### config.mk
export PLATFORM = sky130hd
export DESIGN_NAME = i2s_dds_source_flat
export DESIGN_NICKNAME = d
export VERILOG_FILES = /design/src/rtl/i2s_dds_source_if.sv /design/src/rtl/i2s_dds_source.sv /design/src/flat_wrapper.sv
export SDC_FILE = /design/constraint.sdc
export NUM_CORES = 1
export LEC_CHECK = 0
export ABC_AREA = 1
export BUFFER_PORTS_ARGS = -buffer_cell sky130_fd_sc_hd__buf_2
export CAP_MARGIN = 20
export CORE_ASPECT_RATIO = 0.5
export CORE_MARGIN = 3
export CORE_UTILIZATION = 57
export CTS_CLUSTER_DIAMETER = 30
export DETAILED_ROUTE_END_ITERATION = 8
export MAX_ROUTING_LAYER = met4
export PLACE_DENSITY = 0.84
export SLEW_MARGIN = 30
export SYNTH_ARGS = -nofsm -noshare
export SYNTH_HDL_FRONTEND = slang
export SYNTH_SLANG_ARGS = --single-unit
### constraint.sdc
create_clock -name mclk -period 11.5 [get_ports mclk]
set_input_delay 3.45 -clock mclk [delete_from_list [all_inputs] [get_ports mclk]]
set_output_delay 3.45 -clock mclk [all_outputs]
set_load 0.01 [all_outputs]
### src/rtl/i2s_dds_source_if.sv
// Control and sample bus between the DDS tone source and its consumer.
interface i2s_dds_source_if #(
  parameter int unsigned PHASE_W = 32
);
  logic [PHASE_W-1:0] fcw_l;
  logic [PHASE_W-1:0] fcw_r;
  logic               fcw_load;
  logic               phase_clr;
  logic [7:0]         amp;
  logic [15:0]        l_din;
  logic [15:0]        r_din;
  logic               l_en;
  logic               r_en;
  logic               frame_sync;

  modport master (
    output fcw_l, fcw_r, fcw_load, phase_clr, amp,
    input  l_din, r_din, l_en, r_en, frame_sync
  );

  modport slave (
    input  fcw_l, fcw_r, fcw_load, phase_clr, amp,
    output l_din, r_din, l_en, r_en, frame_sync
  );
endinterface

### src/rtl/i2s_dds_source.sv
// Dual-channel DDS sine source feeding an I2S transmitter. One sample per channel per frame,
// left triggered at cnt 0, right at cnt FRAME_DIV/2, through a shared 4-stage pipeline.
module i2s_dds_source #(
  parameter int unsigned FRAME_DIV = 512,
  parameter int unsigned PHASE_W   = 32
) (
  input logic             mclk,
  input logic             rst_n,
  i2s_dds_source_if.slave bus
);

  localparam int unsigned     CntW    = $clog2(FRAME_DIV);
  localparam logic [CntW-1:0] CntHalf = CntW'(FRAME_DIV / 2);
  localparam logic [CntW-1:0] CntLast = CntW'(FRAME_DIV - 1);
  // pi/2 in Q60 fixed point
  localparam logic signed [127:0] HalfPiQ60 = 128'sh1921_FB54_442D_1846;

  // Quarter-wave entry: round(32767 * sin(pi/2 * (idx + 0.5) / 256)), Taylor series in Q60.
  function automatic logic [14:0] lut_entry(input int unsigned idx);
    logic signed [127:0] x, x2, term, sum, den;
    x  = 128'(2 * idx + 1);
    x  = (x * HalfPiQ60) >>> 9;
    x2 = (x * x) >>> 60;
    term = x;
    sum  = x;
    for (int k = 1; k <= 9; k++) begin
      den  = 128'((2 * k) * (2 * k + 1));
      term = -((term * x2) >>> 60) / den;
      sum  = sum + term;
    end
    sum = (sum * 128'sd32767 + (128'sd1 <<< 59)) >>> 60;
    return 15'(sum);
  endfunction

  logic [14:0] lut [256];
  for (genvar i = 0; i < 256; i++) begin : g_lut
    localparam logic [14:0] Entry = lut_entry(i);
    assign lut[i] = Entry;
  end

  logic [CntW-1:0]    cnt_q, cnt_d;
  logic [PHASE_W-1:0] phase_l_q, phase_l_d, phase_r_q, phase_r_d;
  logic [PHASE_W-1:0] shd_l_q, shd_l_d, shd_r_q, shd_r_d;
  logic [PHASE_W-1:0] act_l_q, act_l_d, act_r_q, act_r_d;
  logic               clr_q, clr_d;
  logic               trig_l, trig_r, frame_end, clr_now;

  // Next state for the frame counter, phase accumulators, fcw shadowing and clear request
  always_comb begin
    trig_l    = (cnt_q == '0);
    trig_r    = (cnt_q == CntHalf);
    frame_end = (cnt_q == CntLast);
    clr_now   = clr_q | bus.phase_clr;
    cnt_d     = cnt_q + CntW'(1);
    phase_l_d = phase_l_q;
    phase_r_d = phase_r_q;
    shd_l_d   = shd_l_q;
    shd_r_d   = shd_r_q;
    act_l_d   = act_l_q;
    act_r_d   = act_r_q;
    clr_d     = clr_now;
    if (trig_l) phase_l_d = phase_l_q + act_l_q;
    if (trig_r) phase_r_d = phase_r_q + act_r_q;
    if (bus.fcw_load) begin
      shd_l_d = bus.fcw_l;
      shd_r_d = bus.fcw_r;
    end
    if (frame_end) begin
      // A load in the transfer cycle bypasses the shadow
      act_l_d = bus.fcw_load ? bus.fcw_l : shd_l_q;
      act_r_d = bus.fcw_load ? bus.fcw_r : shd_r_q;
      clr_d   = 1'b0;
      if (clr_now) begin
        phase_l_d = '0;
        phase_r_d = '0;
      end
    end
  end

  // Control state registers
  always_ff @(posedge mclk or negedge rst_n) begin
    if (!rst_n) begin
      cnt_q     <= '0;
      phase_l_q <= '0;
      phase_r_q <= '0;
      shd_l_q   <= '0;
      shd_r_q   <= '0;
      act_l_q   <= '0;
      act_r_q   <= '0;
      clr_q     <= 1'b0;
    end else begin
      cnt_q     <= cnt_d;
      phase_l_q <= phase_l_d;
      phase_r_q <= phase_r_d;
      shd_l_q   <= shd_l_d;
      shd_r_q   <= shd_r_d;
      act_l_q   <= act_l_d;
      act_r_q   <= act_r_d;
      clr_q     <= clr_d;
    end
  end

  logic        s1_vld, s1_ch, s2_vld, s2_ch, s2_neg, s3_vld, s3_ch;
  logic [9:0]  s1_idx;
  logic [7:0]  s1_amp, s2_amp, s3_amp, rom_addr;
  logic [14:0] s2_mag;
  logic [15:0] s3_smp, scaled;
  logic [8:0]  gain;
  logic signed [24:0] prod;
  logic [15:0] l_din_q, r_din_q;
  logic        l_en_q, r_en_q, fs_q;

  // Odd quadrants read the table mirrored; the sign is applied one stage later
  assign rom_addr = s1_idx[8] ? ~s1_idx[7:0] : s1_idx[7:0];
  assign gain     = {1'b0, s3_amp} + 9'd1;
  assign prod     = $signed({{9{s3_smp[15]}}, s3_smp}) * $signed({16'd0, gain});
  assign scaled   = 16'(prod >>> 8);

  // Sample pipeline: index/amp capture, ROM read, mirror/negate, gain into output registers
  always_ff @(posedge mclk or negedge rst_n) begin
    if (!rst_n) begin
      s1_vld  <= 1'b0;
      s1_ch   <= 1'b0;
      s1_idx  <= '0;
      s1_amp  <= '0;
      s2_vld  <= 1'b0;
      s2_ch   <= 1'b0;
      s2_neg  <= 1'b0;
      s2_mag  <= '0;
      s2_amp  <= '0;
      s3_vld  <= 1'b0;
      s3_ch   <= 1'b0;
      s3_smp  <= '0;
      s3_amp  <= '0;
      l_din_q <= '0;
      r_din_q <= '0;
      l_en_q  <= 1'b0;
      r_en_q  <= 1'b0;
      fs_q    <= 1'b0;
    end else begin
      s1_vld  <= trig_l | trig_r;
      s1_ch   <= trig_r;
      s1_idx  <= trig_r ? phase_r_q[PHASE_W-1 -: 10] : phase_l_q[PHASE_W-1 -: 10];
      s1_amp  <= bus.amp;
      s2_vld  <= s1_vld;
      s2_ch   <= s1_ch;
      s2_neg  <= s1_idx[9];
      s2_mag  <= lut[rom_addr];
      s2_amp  <= s1_amp;
      s3_vld  <= s2_vld;
      s3_ch   <= s2_ch;
      s3_smp  <= s2_neg ? (16'd0 - {1'b0, s2_mag}) : {1'b0, s2_mag};
      s3_amp  <= s2_amp;
      l_en_q  <= s3_vld & ~s3_ch;
      r_en_q  <= s3_vld & s3_ch;
      if (s3_vld && !s3_ch) l_din_q <= scaled;
      if (s3_vld && s3_ch)  r_din_q <= scaled;
      // Registered so the pulse lines up with cnt == 0 of each wrapped frame
      fs_q    <= frame_end;
    end
  end

  assign bus.l_din      = l_din_q;
  assign bus.r_din      = r_din_q;
  assign bus.l_en       = l_en_q;
  assign bus.r_en       = r_en_q;
  assign bus.frame_sync = fs_q;

endmodule

### src/flat_wrapper.sv
// flat-port wrapper written by rule: the top's interface ports become plain ports
module i2s_dds_source_flat 
#(
  parameter int unsigned FRAME_DIV = 512,
  parameter int unsigned PHASE_W   = 32
)
  (mclk, rst_n, bus_fcw_l, bus_fcw_r, bus_fcw_load, bus_phase_clr, bus_amp, bus_l_din, bus_r_din, bus_l_en, bus_r_en, bus_frame_sync);
  i2s_dds_source_if #(.PHASE_W(PHASE_W)) bus_i ();
  input logic mclk;
  input logic rst_n;
  input wire logic [$bits(bus_i.fcw_l)-1:0] bus_fcw_l;
  input wire logic [$bits(bus_i.fcw_r)-1:0] bus_fcw_r;
  input wire logic [$bits(bus_i.fcw_load)-1:0] bus_fcw_load;
  input wire logic [$bits(bus_i.phase_clr)-1:0] bus_phase_clr;
  input wire logic [$bits(bus_i.amp)-1:0] bus_amp;
  output wire logic [$bits(bus_i.l_din)-1:0] bus_l_din;
  output wire logic [$bits(bus_i.r_din)-1:0] bus_r_din;
  output wire logic [$bits(bus_i.l_en)-1:0] bus_l_en;
  output wire logic [$bits(bus_i.r_en)-1:0] bus_r_en;
  output wire logic [$bits(bus_i.frame_sync)-1:0] bus_frame_sync;
  assign bus_i.fcw_l = bus_fcw_l;
  assign bus_i.fcw_r = bus_fcw_r;
  assign bus_i.fcw_load = bus_fcw_load;
  assign bus_i.phase_clr = bus_phase_clr;
  assign bus_i.amp = bus_amp;
  assign bus_l_din = bus_i.l_din;
  assign bus_r_din = bus_i.r_din;
  assign bus_l_en = bus_i.l_en;
  assign bus_r_en = bus_i.r_en;
  assign bus_frame_sync = bus_i.frame_sync;
  i2s_dds_source #(.FRAME_DIV(FRAME_DIV), .PHASE_W(PHASE_W)) u_core (.mclk(mclk), .rst_n(rst_n), .bus(bus_i));
endmodule
==> impl_metrics.json <==
{
  "gp_congestion": 1.029,
  "port_buffers": 110,
  "wire_per_inst_um": 19.63,
  "hp-class": "reg2reg",
  "synth_top_cell_area_share": 0.3154,
  "synth_area_mm2": 0.02451,
  "synthFlopType": "dfrtp_1",
  "ant_nets": 0,
  "numCtsBuffers": 42,
  "io-pin-count": 111,
  "area_growth_pct": 10.45,
  "max_slew_margin": 0.3622,
  "critPathMaxFanout": 13,
  "synth_common_cells": "1,020 x nand2_1, 443 x inv_1, 383 x nor2_1",
  "r2r-start": "u_core.s3_amp[0]",
  "synth_top_area_cell": "dfrtp_1",
  "dp_hpwl_mm": 59.38,
  "core_mm2": 0.04224,
  "viasPerCell": 5.769,
  "die_width_um": 299.3,
  "avgSynthCellArea_um2": 7.261,
  "drtIter0Drc": 2369,
  "root_buffer": "clkbuf_16",
  "cts_buffer_depth": 3,
  "antenna_found_initial": 1,
  "powerDensity_mw_per_mm2": 178.3,
  "rsz0062_at_grt": "false",
  "holdWs_ps": 348.5,
  "numClockSinks": 309,
  "drive_above_1_share": 0.09015,
  "clkTransAtPathRegs_ps": 60,
  "cts_resized": 0,
  "fmax_ghz": 0.1547,
  "startpoint_type": "register",
  "gr-total-overflow": 0,
  "min_period_over_period": 0.5621,
  "cts.htree.levels": 2,
  "reg2reg_depth": 24,
  "initial_core_util": 0.5803,
  "synth_edf_count": 0,
  "grt_max_degree": 104,
  "finClkSkew_ps": 35.41,
  "grt_pass1_vias": 23087,
  "p_leak_nw": 14.34,
  "finalSetupViolCount": 0,
  "holdBufCountCts": 0,
  "dr_total_vias": 23427,
  "finalCriticalPeriod_ps": 6464,
  "post_cts_buffers": 0,
  "grt_pass1_wl_mm": 127.0,
  "crit_path_end_kind": "register",
  "slew_violations": 0,
  "fillers": 3747,
  "async_reset_ff_frac": 1.000,
  "die_h_um": 152.6,
  "min_from": "u_core.s2_amp[6]",
  "wl_mm": 79.70,
  "synth_most_common_cell": "nand2_1",
  "cp.arrival_ps": 6910,
  "synthCells": 3376,
  "cts_tree": "done",
  "hold_viol_final": 0,
  "dieArea_mm2": 0.04568,
  "r2r_setup_slack_ps": 5040,
  "synth_nets": 3702,
  "maxCapViolCount": 0,
  "drt_first_pass_iters": 7,
  "finalSetupTns_ps": 0,
  "worstMarginPinSlew_ps": 956.7,
  "ys_seq_area_frac": 0.3154,
  "status": "completed",
  "ir_worst_vdd_mv": 0.2249,
  "min_to": "u_core.s3_amp[6]",
  "synth_seq_cells": 309,
  "hold_depth": 0,
  "r2r_end": "u_core.bus.r_din[14]",
  "drc": 0,
  "yosysWarnings": 0,
  "global_route.usage.total": 0.3610,
  "crit_required_ps": 11950,
  "synthDistinctLibCells": 49,
  "synth.area.top_cells": "dfrtp_1 32%, nand2_1 16%, fa_1 9.5%",
  "nets": 3775,
  "clock_latency_ps": 580,
  "critPathKind": "reg2reg",
  "std_cell_rows": 53
}
-- cell type report --
cell class	count	area [um^2]	share of cell area
tap	577	721.9	0.02666
sequential	309	7732	0.2856
clock buffer	49	1139	0.04205
inverter	457	1718	0.06345
multi-input combinational	2510	14610	0.5396
antenna	1	2.502	0.00009243
clock inverter	29	445.4	0.01645
timing repair buffer	129	706.9	0.02611
-- metrics by stage --
| step | instances | setup WS (ps) | total power (W) | util | area (um^2) |
|---|---|---|---|---|---|
| 2_1_floorplan | 3376 | 6053 | 0.002732 | - | 24510 |
| 3_3_place_gp | 3982 | 5247 | 0.003330 | 0.6031 | 25480 |
| 3_5_place_dp | 3982 | 5089 | 0.003360 | 0.6032 | 25480 |
| 4_1_cts | 4060 | 5074 | 0.004824 | 0.6407 | 27070 |
| 5_1_grt | 4061 | 4609 | 0.005195 | 0.6409 | 27070 |
| 6_report | 4061 | 5036 | 0.004829 | 0.6409 | 27070 |
-- metal layers --
layer  GRT usage  routed length [um]
met5           -                   0
met4      0.1472                3810
met3     0.05638                6218
met2      0.5621               36120
met1      0.4748               33550
-- cells by family after synthesis --
logic type	share of synthesized area
xor+xnor	0.02077
simple gates	0.2879
mux	0.02940
fa+ha+maj	0.1631
compound gates	0.09300
buf+inv	0.09039
flops	0.3154
-- critical path: stages, from the launching register on --
cell,delay [ps]
dfrtp_1,500
ha_1,270
nand2_1,100
inv_1,40
nor2_1,690
inv_1,310
nor2_1,250
fa_1,520
inv_1,180
fa_1,450
inv_1,100
fa_1,410
fa_1,490
inv_1,50
fa_1,500
inv_1,40
ha_1,360
a21oi_1,250
nor2_1,60
nor2_1,90
nor2_1,40
nor3_1,260
nand4_1,190
nand3_1,120
nand2_1,70
-- cells in the final DEF (no fill, tap or decap), types with 64 or more instances in the layout --
cell / instances
a21oi_1: 149
buf_2: 109
dfrtp_1: 309
fa_1: 116
ha_1: 133
inv_1: 443
mux2_2: 64
nand2_1: 1020
nand3_1: 220
nor2_1: 379
o21ai_0: 165
-- power by group --
part	leakage [nW]	internal [W]	switching, W
registers	3.43	0.00113	0.0000215
logic	10.1	0.000762	0.00146
clock network	0.772	0.000894	0.000560
total	14.3	0.00278	0.00205
-- flip-flops by register name, indices dropped and copies added, names as in the netlist, 15 cells and up --
name	count
u_core.act_l_q	32
u_core.act_r_q	32
u_core.phase_l_q	32
u_core.phase_r_q	32
u_core.shd_l_q	32
u_core.shd_r_q	32
u_core.bus.l_din	16
u_core.bus.r_din	16
u_core.s3_smp	16
u_core.s2_mag	15
-- worst max path at each step --
| stage | start | endpoint | slack [ps] | cells past startpoint |
|---|---|---|---|---|
| CTS | u_core.s3_amp[0] | u_core.bus.r_din[14] | 5070 | 24 |
| floorplan | u_core.s3_amp[0] | u_core.bus.l_din[15] | 6050 | 31 |
| detailed placement | u_core.s3_amp[0] | u_core.bus.r_din[14] | 5090 | 24 |
| finish | u_core.s3_amp[0] | u_core.bus.r_din[14] | 5040 | 24 |
| global placement | u_core.s3_amp[0] | u_core.bus.r_din[14] | 5250 | 22 |
| global route | u_core.s3_amp[0] | u_core.bus.r_din[14] | 4610 | 25 |
Power figures use the tool's default switching activity.
